<file path="config.mk">
export PLATFORM = sky130hd
export DESIGN_NAME = debounced_priority_encoder
export DESIGN_NICKNAME = d
export VERILOG_FILES = /design/src/rtl/debounced_priority_encoder.sv
export SDC_FILE = /design/constraint.sdc
export NUM_CORES = 1
export LEC_CHECK = 0
export BUFFER_PORTS_ARGS = -buffer_cell sky130_fd_sc_hd__buf_2
export CORE_ASPECT_RATIO = 0.5
export CORE_MARGIN = 1.5
export CORE_UTILIZATION = 38
export DETAILED_ROUTE_END_ITERATION = 8
export PLACE_DENSITY = 0.67
export SETUP_SLACK_MARGIN = 0.15
export SLEW_MARGIN = 5
export SYNTH_ARGS = -nofsm -noshare
export SYNTH_HDL_FRONTEND = slang
export SYNTH_SLANG_ARGS = --single-unit
</file>
<file path="constraint.sdc">
create_clock -name CLOCK_50_I -period 4.08 [get_ports CLOCK_50_I]
set_clock_uncertainty 0.2 [all_clocks]
set_input_delay 0.408 -clock CLOCK_50_I [delete_from_list [all_inputs] [get_ports CLOCK_50_I]]
set_output_delay 0.408 -clock CLOCK_50_I [all_outputs]
set_load 0.02 [all_outputs]
</file>
<file path="src/rtl/debounced_priority_encoder.sv">
// Switch synchroniser, debouncer and priority encoder with registered binary/BCD result,
// change strobe and saturating change counter.
module debounced_priority_encoder #(
   parameter int  NUM_SW          = 18,
   parameter int  DEBOUNCE_CYCLES = 500000,
   localparam int IDX_W           = $clog2(NUM_SW)
) (
   input  logic              CLOCK_50_I,
   input  logic              RESET_I,
   input  logic [NUM_SW-1:0] SWITCH_I,
   input  logic              LSB_PRIORITY_I,
   input  logic              HOLD_I,
   output logic              VALID_O,
   output logic [IDX_W-1:0]  INDEX_O,
   output logic [3:0]        BCD_TENS_O,
   output logic [3:0]        BCD_ONES_O,
   output logic              CHANGE_O,
   output logic [7:0]        CHANGE_COUNT_O
);

   localparam int CNT_W = (DEBOUNCE_CYCLES > 2) ? $clog2(DEBOUNCE_CYCLES) : 1;
   localparam logic [CNT_W-1:0] CNT_LAST = CNT_W'(DEBOUNCE_CYCLES - 1);

   logic [NUM_SW-1:0] sync1_q, sync2_q, cand_q, deb_q, deb_d;
   logic [CNT_W-1:0]  cnt_q, cnt_d;

   logic              valid_q, change_q;
   logic [IDX_W-1:0]  index_q;
   logic [3:0]        tens_q, ones_q;
   logic [7:0]        count_q;

   logic              valid_d, change_d;
   logic [IDX_W-1:0]  index_d;
   logic [3:0]        tens_d, ones_d;
   logic [7:0]        count_d;

   logic              enc_v;
   logic [IDX_W-1:0]  enc_idx;
   logic [7:0]        enc_idx8;

   // A candidate only counts while it differs from the accepted vector and holds still.
   always_comb begin
      deb_d = deb_q;
      cnt_d = cnt_q;
      if (sync2_q != cand_q || sync2_q == deb_q) begin
         cnt_d = '0;
      end else if (cnt_q == CNT_LAST) begin
         deb_d = sync2_q;
         cnt_d = '0;
      end else begin
         cnt_d = cnt_q + 1'b1;
      end
   end

   // Scan order decides the winner: the last set bit visited is kept.
   always_comb begin
      enc_v   = 1'b0;
      enc_idx = '0;
      if (LSB_PRIORITY_I) begin
         for (int i = NUM_SW - 1; i >= 0; i--) begin
            if (deb_q[i]) begin
               enc_v   = 1'b1;
               enc_idx = IDX_W'(i);
            end
         end
      end else begin
         for (int i = 0; i < NUM_SW; i++) begin
            if (deb_q[i]) begin
               enc_v   = 1'b1;
               enc_idx = IDX_W'(i);
            end
         end
      end
   end

   assign enc_idx8 = 8'(enc_idx);

   always_comb begin
      valid_d  = valid_q;
      index_d  = index_q;
      tens_d   = tens_q;
      ones_d   = ones_q;
      change_d = 1'b0;
      count_d  = count_q;
      if (!HOLD_I) begin
         valid_d  = enc_v;
         index_d  = enc_idx;
         tens_d   = enc_v ? 4'(enc_idx8 / 8'd10) : 4'hF;
         ones_d   = enc_v ? 4'(enc_idx8 % 8'd10) : 4'hF;
         change_d = ({enc_v, enc_idx} != {valid_q, index_q});
         if (change_d && count_q != 8'hFF) count_d = count_q + 8'd1;
      end
   end

   always_ff @(posedge CLOCK_50_I) begin
      if (RESET_I) begin
         sync1_q  <= '0;
         sync2_q  <= '0;
         cand_q   <= '0;
         deb_q    <= '0;
         cnt_q    <= '0;
         valid_q  <= 1'b0;
         index_q  <= '0;
         tens_q   <= 4'hF;
         ones_q   <= 4'hF;
         change_q <= 1'b0;
         count_q  <= 8'd0;
      end else begin
         sync1_q  <= SWITCH_I;
         sync2_q  <= sync1_q;
         cand_q   <= sync2_q;
         deb_q    <= deb_d;
         cnt_q    <= cnt_d;
         valid_q  <= valid_d;
         index_q  <= index_d;
         tens_q   <= tens_d;
         ones_q   <= ones_d;
         change_q <= change_d;
         count_q  <= count_d;
      end
   end

   assign VALID_O        = valid_q;
   assign INDEX_O        = index_q;
   assign BCD_TENS_O     = tens_q;
   assign BCD_ONES_O     = ones_q;
   assign CHANGE_O       = change_q;
   assign CHANGE_COUNT_O = count_q;

endmodule

</file>
==> impl_results.md, run 1 <==
- Run status: finished, final reports clean
- Post-route DRC: 0
- Gp weighted congestion: 0.7827
- Antenna viol nets, final: 0
- # resized after CTS: 0
- Power share of the combinational group: 4.3%
- Peak VDD IR: 202.5 uV
- Met3 Use GR: 4.697%
- Setup repair bufs after CTS: 0
- Worst-margin pin slew: 664.7 ps
- IO Port Bufs: 44
- CP Launch Type: flop
- Row cnt: 28
- Sw frac: around a fifth
- Share of layout cells above drive strength 1: 15.60%
- Clock H-tree levels: 4
- Async SR Flop Fraction: 0%
- Final worst setup slack: 1018 ps
- ANT cells: 0
- Most common cell after layout, fill and taps aside: dfxtp_1
- Crit path DAT: 3150 ps
- Critical path startpoint: deb_q[16]
- Hold_sp: SWITCH_I[7]
- Netlist cell types: 57
- Synth Area per Inst: around 9.4 sq um
- Synth Instances: 504
- Worst-Skew Late Latency: 410 ps
- Grt peak-use layer: met2
- Achievable frequency: ~330 MHz
- HPWL Detailed: 6.370 mm
- Number of global-route vias before repair: around 3200
- Crit Path Max Fanout: 15
- RSZ-0062 raised after global routing: no
- Hold Buf Count CTS: 9
- Max-cap check violation count: 0
- Seq/Total Area, Yosys: between 40% and 50%
- Initial antenna violation count: 0
- Clk pin slew, worst setup/hold paths: 50 ps
- Final worst path period need: 3062 ps
- Post-Route Hold Slack: 10.50 ps
- Wire per inst: 12.74 microns
- Multi-input gate area: 2310 sq um
- Most frequent cells in the layout: 113 x dfxtp_1, 61 x nor2b_1, 59 x nor2_1
- Final non-filler cell total: between 700 and 800
- GRT met2 Usage: around 22%
- Setup TNS: 0 ps
- Initial Util: 39.47%
- Num CTS Buffers: 17
- Pwr dens: 475.3 nW/um^2
- Clock network power share: 53.4%
- Post-DP Area: 5051 sq um
- Flops & latches, synth: 113
- CTS Buffer Depth: 2
- Pre-CTS setup slack: 925.8 ps
- Global Route Usage Sum: 15.39%
- Post-Syn Nets: 529
- DRT iter0 DRCs: 211
- Post-synth EDFFs: 0
- Sinks on Clock Net: 113
- Clock root buffer: clkbuf_16
- Die area: 13160 sq um
- Vias per inst: 4.760
- Setup-failing EPs final: 0
- HP Class: in2reg
- Met1 Use GR: 21.14%
- First-pass iteration count of the detailed router: 4
- Layout area overhead: 21.19%
- Largest net degree at the start of global routing: 47
- Max-slew violation count: 0
- Die Y: between 80 and 90 microns
- Slew Limit Headroom: 55.10%
- Synthesized area: 4730 sq um
- Tcrit/Tclk final: 75.06%
- Critical path class: reg2reg
- Dpl cells: roughly 700
- Lkg Pwr: 2.464 nW
- Reg area: between 2000 and 2500 sq um
- Internal reg-to-reg setup slack: 1020 ps
- CTS tree: built
- Core area: 11980 sq um
- Routed vias: 3470
- Endpoints failing hold: 0
- Fillers: 1154
- Int Power: 2.144 mW
- First-pass GRT wire length: 15.59 mm
- Worst Path Required: approximately 4200 ps
- YS warnings: 0
- Kind of end point of the critical path: flop
- Crit Reg-Reg Startpoint: deb_q[16]
- Net Switching: about 0.58 mW
- Total wire length: 9.286 mm
- # nets final: 577
- Flop pwr share: 42.3%
- Die W: 160.8 microns
- Post-route design area: 5732 sq um
- Prevailing post-synth register cell: dfxtp_1
- # IOs: 45
- Overflow after GRT: 0
power groups by stage:
stage / sequential [mW] / combinational [mW] / clock, mW
global route: 1.16 / 0.130 / 1.54
CTS: 1.15 / 0.118 / 1.48
detailed placement: 1.18 / 0.111 / 0
finish: 1.15 / 0.117 / 1.45
floorplan: 1.18 / 0.0774 / 0
global placement: 1.18 / 0.109 / 0
final cells by class:
| cell class | count | share of cell area [%] |
|---|---|---|
| tap | 165 | 3.602 |
| clock buffer | 22 | 8.448 |
| timing repair buffer | 56 | 5.807 |
| clock inverter | 9 | 1.855 |
| sequential | 113 | 39.47 |
| multi-input combinational | 356 | 40.30 |
| inverter | 8 | 0.5239 |
synthesized netlist by cell type (4+ instances only):
library cell | n | area [sq um]
xnor2_1 | 14 | 122.6
nor4_1 | 10 | 62.56
or4_1 | 5 | 37.54
or3_1 | 5 | 31.28
clkbuf_1 | 21 | 78.83
o21ai_1 | 4 | 20.02
nand3_1 | 16 | 80.08
dfxtp_1 | 113 | 2262
nand2_1 | 26 | 97.59
a21oi_1 | 16 | 80.08
o21ai_0 | 8 | 40.04
and3_1 | 5 | 31.28
o21a_1 | 4 | 30.03
nor3_1 | 8 | 40.04
nand4_1 | 6 | 37.54
xor2_1 | 43 | 376.6
nor2b_1 | 61 | 381.6
mux2i_1 | 20 | 200.2
inv_1 | 7 | 26.28
nor2_1 | 59 | 221.5
sequential cells by signal, summed over array words and instances, names as in the netlist:
name	count
INDEX_O	5
deb_q	18
BCD_ONES_O	4
sync1_q	18
cnt_q	19
cand_q	18
CHANGE_COUNT_O	8
CHANGE_O	1
sync2_q	18
BCD_TENS_O	3
VALID_O	1
metal layers:
| layer | vias to the layer above | part of all wire (%) |
|---|---|---|
| li1 | 1811 | - |
| met1 | 1590 | 53 |
| met2 | 62 | 41 |
| met3 | 7 | 4.8 |
| met4 | 0 | 0.81 |
| met5 | - | 0 |
critical path, stage by stage, from the launching register on:
cell and delay (ps):
dfxtp_1 390, or3_2 550, nor4b_1 350, o2bb2ai_1 230, o21ai_1 130, a2111oi_2 300, and4b_4 390, nor3b_1 80
mux2_1 320
logic make-up (layout without fill, tap and decap cells):
group / after synthesis / in the layout / synth area share (%)
simple gates: 222 / 222 / 25.42
fa+ha+maj: 3 / 3 / 0.7937
flops: 113 / 113 / 47.83
compound gates: 52 / 52 / 7.355
mux: 22 / 22 / 4.709
buf+inv: 35 / 95 / 3.333
xor+xnor: 57 / 57 / 10.56
path summary, 6_finish.rpt:
kind | end | cells past startpoint
max | CHANGE_COUNT_O[2] | 8
min reg2reg | sync2_q[8] | 1
max reg2reg | CHANGE_COUNT_O[2] | 8
min | sync1_q[7] | 2
through the flow:
step / total power, mW / utilization (%)
after floorplan: 1.255 / -
after global placement: 1.285 / 42.16
after detailed placement: 1.287 / 42.16
after CTS: 2.754 / 47.84
after global routing: 2.825 / 47.84
final: 2.724 / 47.84
Power figures use the tool's default switching activity.
==> run 2, diff against run 1 <==
--- a/config.mk
+++ b/config.mk
@@ -10,7 +10,7 @@
 export CORE_MARGIN = 1.5
 export CORE_UTILIZATION = 38
 export DETAILED_ROUTE_END_ITERATION = 8
-export PLACE_DENSITY = 0.67
+export PLACE_DENSITY = 0.69
 export SETUP_SLACK_MARGIN = 0.15
 export SLEW_MARGIN = 5
 export SYNTH_ARGS = -nofsm -noshare
==> constraint.sdc (replaced) <==
create_clock -name CLOCK_50_I -period 2.5 [get_ports CLOCK_50_I]
set_clock_uncertainty 0.2 [all_clocks]
set_input_delay 0.25 -clock CLOCK_50_I [delete_from_list [all_inputs] [get_ports CLOCK_50_I]]
set_output_delay 0.25 -clock CLOCK_50_I [all_outputs]
set_load 0.02 [all_outputs]
==> run 2 against run 1 <==
Compared with the run above: the run now ends with setup timing left; fmax up 10%; power up 70%; combinational power up 110%; non-clock buffer count up 64; critical path depth up 2; sequential share of layout area down 5.1 points; global-route usage up 1.9 points; hold slack better by 34 ps; wire length up 21%; highest routed layer unchanged.
==> impl_results.md, run 2 (same netlist as run 1, synthesis figures left out) <==
- FF-to-FF End: CHANGE_COUNT_O[3]
- RSZ-0062 raised after global routing: yes
- Post-Route Hold Slack: 44.74 ps
- CTS tree: built
- Critical path startpoint: deb_q[1]
- Clk pin slew, worst setup/hold paths: 60 ps
- Gp weighted congestion: 0.8480
- Crit path DAT: approximately 2900 ps
- Lkg Pwr: between 2 and 3 nW
- Endpoints failing hold: 0
- Layout area overhead: 40.13%
- Final worst setup slack: -274.8 ps
- Worst-Skew Late Latency: 420 ps
- Violated checks: setup timing
- Largest Register: cnt_q
- Run status: finished with violations
- IO Port Bufs: 44
- Post-route design area: ~6600 sq um
- # IOs: 45
- Global Route Usage Sum: 17.25%
- CP endpoint: CHANGE_COUNT_O[3]
- Max-slew violation count: 0
- CP Cell Sequence: or3b_4 -> or4_4 -> o22ai_4 -> buf_6 -> or3_4 -> a2111oi_4 -> and4b_4 -> buf_6 -> or4_4 -> a21oi_2
- HP Class: in2reg
- Antenna viol nets, final: 0
- Post-route DRC: 0
- Achievable frequency: 360.4 MHz
- ANT cells: 0
- Number of flip-flops under the largest register name: 19
- Internal reg-to-reg setup slack: -270 ps
- Setup-failing EPs final: 14
- Wire per inst: 14.14 microns
- Buf+Inv Stages, Crit Path: 2
- First-pass GRT wire length: 17.31 mm
- Die Y: 81.89 microns
- Initial antenna violation count: 0
- CP delay by family, top: simple AND/OR/NAND/NOR gates
- Peak VDD IR: 563.3 uV
- Worst Path Required: 2650 ps
- Clock root buffer: clkbuf_16
- Largest net degree at the start of global routing: 52
- Core area: 11980 sq um
- Worst-margin pin slew: between 500 and 600 ps
- Sinks on Clock Net: 113
- Die area: 13160 sq um
- Critical path class: reg2reg
- Vias per inst: ~4.9
- HPWL Detailed: about 7.2 mm
- Slowest cell delay on critical path: 430 ps
- Kind of end point of the critical path: flop
- CP max stage cell: or4_4
- CP Launch Type: flop
- Share of layout cells above drive strength 1: 29.25%
- Most common cell after layout, fill and taps aside: dfxtp_1
- Tcrit/Tclk final: 111.0%
- CTS Buffer Depth: 2
- # nets final: 641
- Crit Reg-Reg Startpoint: deb_q[1]
- Worst path depth: 10
- Slew Limit Headroom: between 60 and 70%
- Max-cap check violation count: 0
- Initial Util: 39.47%
- Most frequent cells in the layout: 103 x dfxtp_1, 61 x nor2b_1, 57 x nor2_1
- Total wire length: ~11 mm
- DRT iter0 DRCs: 221
- FF-to-FF path depth: 10
- Overflow after GRT: 0
- First-pass iteration count of the detailed router: 5
- Crit Path Max Fanout: 6
- Number of global-route vias before repair: 3490
- Row cnt: 28
- Die W: 160.8 microns
- Pwr dens: 698.5 nW/um^2
- Post-DP Area: 5426 sq um
- Clock H-tree levels: 4
- Final worst path period need: 2775 ps
- Routed vias: between 3000 and 4000
- Worst Hold Depth: 3
- Num CTS Buffers: 17
[run 2: changes by cell type in the layout (fill, tap and decap cells not counted), moves of 3 or more]
| cell | before | now |
|---|---|---|
| a21oi_1 | 16 | 13 |
| buf_4 | 3 | 41 |
| buf_6 | 0 | 12 |
| dfxtp_1 | 113 | 103 |
| dfxtp_2 | 0 | 9 |
| dlygate4sd3_1 | 9 | 18 |
| nor4_1 | 10 | 6 |
| o21ai_0 | 8 | 5 |
| or4_1 | 5 | 2 |
| or4_4 | 1 | 4 |
[run 2: per-layer routing]
layer / global-route usage [%] / part of all wire (%) / routed length, microns
met4: 7.500 / 2.3 / 253
met1: 22.34 / 48 / 5440
met3: 5.455 / 5.0 / 558
met5: 0 / 0 / 0
met2: 26.71 / 44 / 4976
[run 2: timing repair]
action                     CTS  global route
hold endpoints to repair    18             0
setup endpoints to repair   49            51
gates resized for setup     33            32
hold buffers                18             0
cloned                       2             1
pin swaps                   20            18
setup buffers                6             2
[run 2: where the power goes]
part | internal (mW) | switching (mW) | total (mW)
Clock | 1.62 | 0.877 | 2.50
Sequential | 1.85 | 0.0325 | 1.88
Combinational | 0.126 | 0.125 | 0.251
[run 2: worst min-delay path by stage]
stage,start,end
floorplan,SWITCH_I[0],sync1_q[0]
global route,HOLD_I,BCD_TENS_O[2]
global placement,sync1_q[1],sync2_q[1]
finish,HOLD_I,BCD_TENS_O[1]
detailed placement,sync1_q[13],sync2_q[13]
CTS,HOLD_I,INDEX_O[2]
[run 2: final cells by class]
class	count	area [sq um]
fill	1053	5354
multi-input combinational	356	2536
sequential	113	2277
timing repair buffer	120	963.4
clock buffer	20	456.7
tap	165	206.4
clock inverter	12	157.7
inverter	8	30.03
[run 2: stage by stage]
stage	setup slack, ps	total power [mW]	cells	setup TNS [ps]	utilization [%]
after floorplan	-249.5	2.049	504	-1490	-
after global placement	-287.2	2.114	733	-2595	45.29
after detailed placement	-347.6	2.120	733	-5412	45.29
after CTS	-284.7	4.650	791	-2289	53.94
after global routing	-345.3	4.784	794	-6098	55.32
final	-274.8	4.629	794	-2205	55.32
[run 2: worst min-delay path: cells and delay by family]
family,cells,cell delay (ps)
buffers and inverters,1,220
and+or+nand+nor,2,140
==> run 3, diff against run 2 <==
==> constraint.sdc (replaced) <==
create_clock -name CLOCK_50_I -period 2.5 [get_ports CLOCK_50_I]
set_clock_uncertainty 0.2 [all_clocks]
set_input_delay 0.125 -clock CLOCK_50_I [delete_from_list [all_inputs] [get_ports CLOCK_50_I]]
set_output_delay 0.125 -clock CLOCK_50_I [all_outputs]
set_load 0.02 [all_outputs]
==> run 3 against run 2 <==
Compared with the run above: the run still ends with setup timing left; flip-flop and latch count did not move; hold slack improved by 190 ps; sequential share of layout area fell by 2.0 points; setup slack improved by 38 ps; final cell count rose by 2.8%; sequential power barely moved; power fell by 1.5%; global-route usage rose by 1.2 points; first-iteration DRC count rose by 9.5%; via count rose by 4.0%; design area rose by 6.7%; critical path type unchanged.
==> impl_results.md, run 3 (same netlist as run 1, synthesis figures left out) <==
- Crit Path Max Fanout: 7
- HP Class: reg2reg
- First-pass GRT wire length: 18.62 mm
- Buf+Inv Stages, Crit Path: 3
- CTS tree: built
- Layout area overhead: 49.55%
- Sw frac: 23.99%
- Power share of the combinational group: between 6 and 7%
- Peak VDD IR: between 400 and 500 uV
- Post-route design area: about 7100 sq um
- HPWL Detailed: 6.967 mm
- Multi-input gate area: 2729 sq um
- Run status: finished with violations
- Crit Reg-Reg Startpoint: deb_q[17]
- Fillers: 970
- Tcrit/Tclk final: 109.5%
- Kind of end point of the critical path: flop
- Clock root buffer: clkbuf_16
- Core area: 11980 sq um
- Routed vias: 4027
- CP Launch Type: flop
- Critical path startpoint: deb_q[17]
- Gp weighted congestion: approximately 0.83
- Hold_sp: sync1_q[6]
- Sinks on Clock Net: 113
- Final worst path period need: between 2000 and 3000 ps
- Max-slew violation count: 0
- Worst-margin pin slew: between 500 and 600 ps
- Global Route Usage Sum: 18.48%
- Flop pwr share: between 40% and 50%
- Largest net degree at the start of global routing: 46
- Setup-failing EPs final: 28
- Vias per inst: 4.935
- # nets final: 663
- Reg area: 2292 sq um
- RSZ-0062 raised after global routing: yes
- CP most frequent cell: buf_4
- Clock H-tree levels: 4
- Die Y: about 80 microns
- Overflow after GRT: 0
- First-pass iteration count of the detailed router: 4
- Most common cell after layout, fill and taps aside: dfxtp_1
- Final non-filler cell total: 816
- # IOs: 45
- Clk pin slew, worst setup/hold paths: 60 ps
- Clock network power share: 52.6%
- CP Cell Sequence: buf_4 -> nor2b_1 -> o21ai_0 -> a311oi_2 -> buf_4 -> nor3b_2 -> a2111oi_4 -> and4b_4 -> buf_6 -> or3b_1 -> a21oi_1
- Die W: 160.8 microns
- DRT iter0 DRCs: 242
- Achievable frequency: roughly 370 MHz
- Net Switching: 1.094 mW
- Antenna viol nets, final: 0
- Pwr dens: 645.0 nW/um^2
- ANT cells: 0
- Number of global-route vias before repair: between 3000 and 4000
- CTS Buffer Depth: 2
- Crit path DAT: 2890 ps
- Dpl cells: 739
- Initial antenna violation count: 0
- Endpoints failing hold: 0
- Critical path class: reg2reg
- Lkg Pwr: roughly 3 nW
- Number of flip-flops under the largest register name: 19
- Slowest cell delay on critical path: 340 ps
- Share of layout cells above drive strength 1: 35.79%
- Max-cap check violation count: 0
- Initial Util: 39.47%
- Final worst setup slack: -236.7 ps
- Int Power: 3.468 mW
- CP delay by family, top: simple AND/OR/NAND/NOR gates
- CP max stage cell: o21ai_0
- Most frequent cells in the layout: 99 x dfxtp_1, 61 x nor2b_1, 52 x buf_4
- Largest Register: cnt_q
- Wire per inst: 15.24 microns
- Row cnt: 28
- Worst-Skew Late Latency: 410 ps
- Die area: around 13000 sq um
- Slew Limit Headroom: 63.95%
- Violated checks: setup timing
- Num CTS Buffers: 17
- IO Port Bufs: 44
- Post-Route Hold Slack: 236.1 ps
- Total wire length: 12.43 mm
- Post-DP Area: 5472 sq um
- Post-route DRC: 0
- Worst Path Required: 2650 ps
-- run 3: changes by cell type in the layout (fill, tap and decap cells not counted), moves of 4 or more --
cell           change
buf_16             +4
nor2_1            -20
buf_4             +11
dfxtp_4            +4
dfxtp_1            -4
nor2_4            +18
dlygate4sd3_1      +7
-- run 3: per-layer routing --
layer	vias up	wire length, microns	track usage (%)
met1	1917	5691	23.09
met3	26	521	4.242
li1	1988	-	-
met4	0	289	10.00
met2	96	5930	30.26
met5	-	0	0
-- run 3: final cells by class --
class / count / share of cell area, %
Sequential cell: 113 / 32.41
Timing Repair Buffer: 142 / 17.39
Tap cell: 165 / 2.919
Multi-Input combinational cell: 356 / 38.58
Clock inverter: 14 / 2.211
Inverter: 8 / 0.4246
Clock buffer: 18 / 6.068
-- run 3: stage by stage --
stage	setup TNS, ps	power [mW]	utilization (%)	worst slack [ps]
global placement	-2694	2.117	45.67	-247.2
detailed placement	-3509	2.122	45.67	-303.9
CTS	-2772	4.564	56.15	-261.5
finish	-3183	4.562	59.03	-236.7
floorplan	-1490	2.049	-	-249.5
global route	-6650	4.711	59.03	-332.6
-- run 3: final timing paths --
check,end,slack (ps),cells after the start
max,CHANGE_COUNT_O[1],-240,11
min,sync2_q[6],240,1
max reg2reg,CHANGE_COUNT_O[1],-240,11
min reg2reg,sync2_q[6],240,1
-- run 3: power groups by stage --
stage,sequential (mW),combinational [mW],clock [mW]
6_report,1.88,0.285,2.40
5_1_grt,1.88,0.310,2.52
4_1_cts,1.88,0.257,2.43
3_5_place_dp,1.92,0.206,0
3_3_place_gp,1.92,0.202,0
2_1_floorplan,1.92,0.128,0
-- run 3: what timing repair did --
| item | in CTS | in global routing |
|---|---|---|
| buffers inserted | 9 | 5 |
| pin swaps | 27 | 37 |
| cloned | 6 | 0 |
| gates resized for setup | 51 | 72 |
| hold buffers | 25 | 0 |
| endpoints found under the hold margin | 32 | 0 |
| setup endpoints to repair | 49 | 50 |
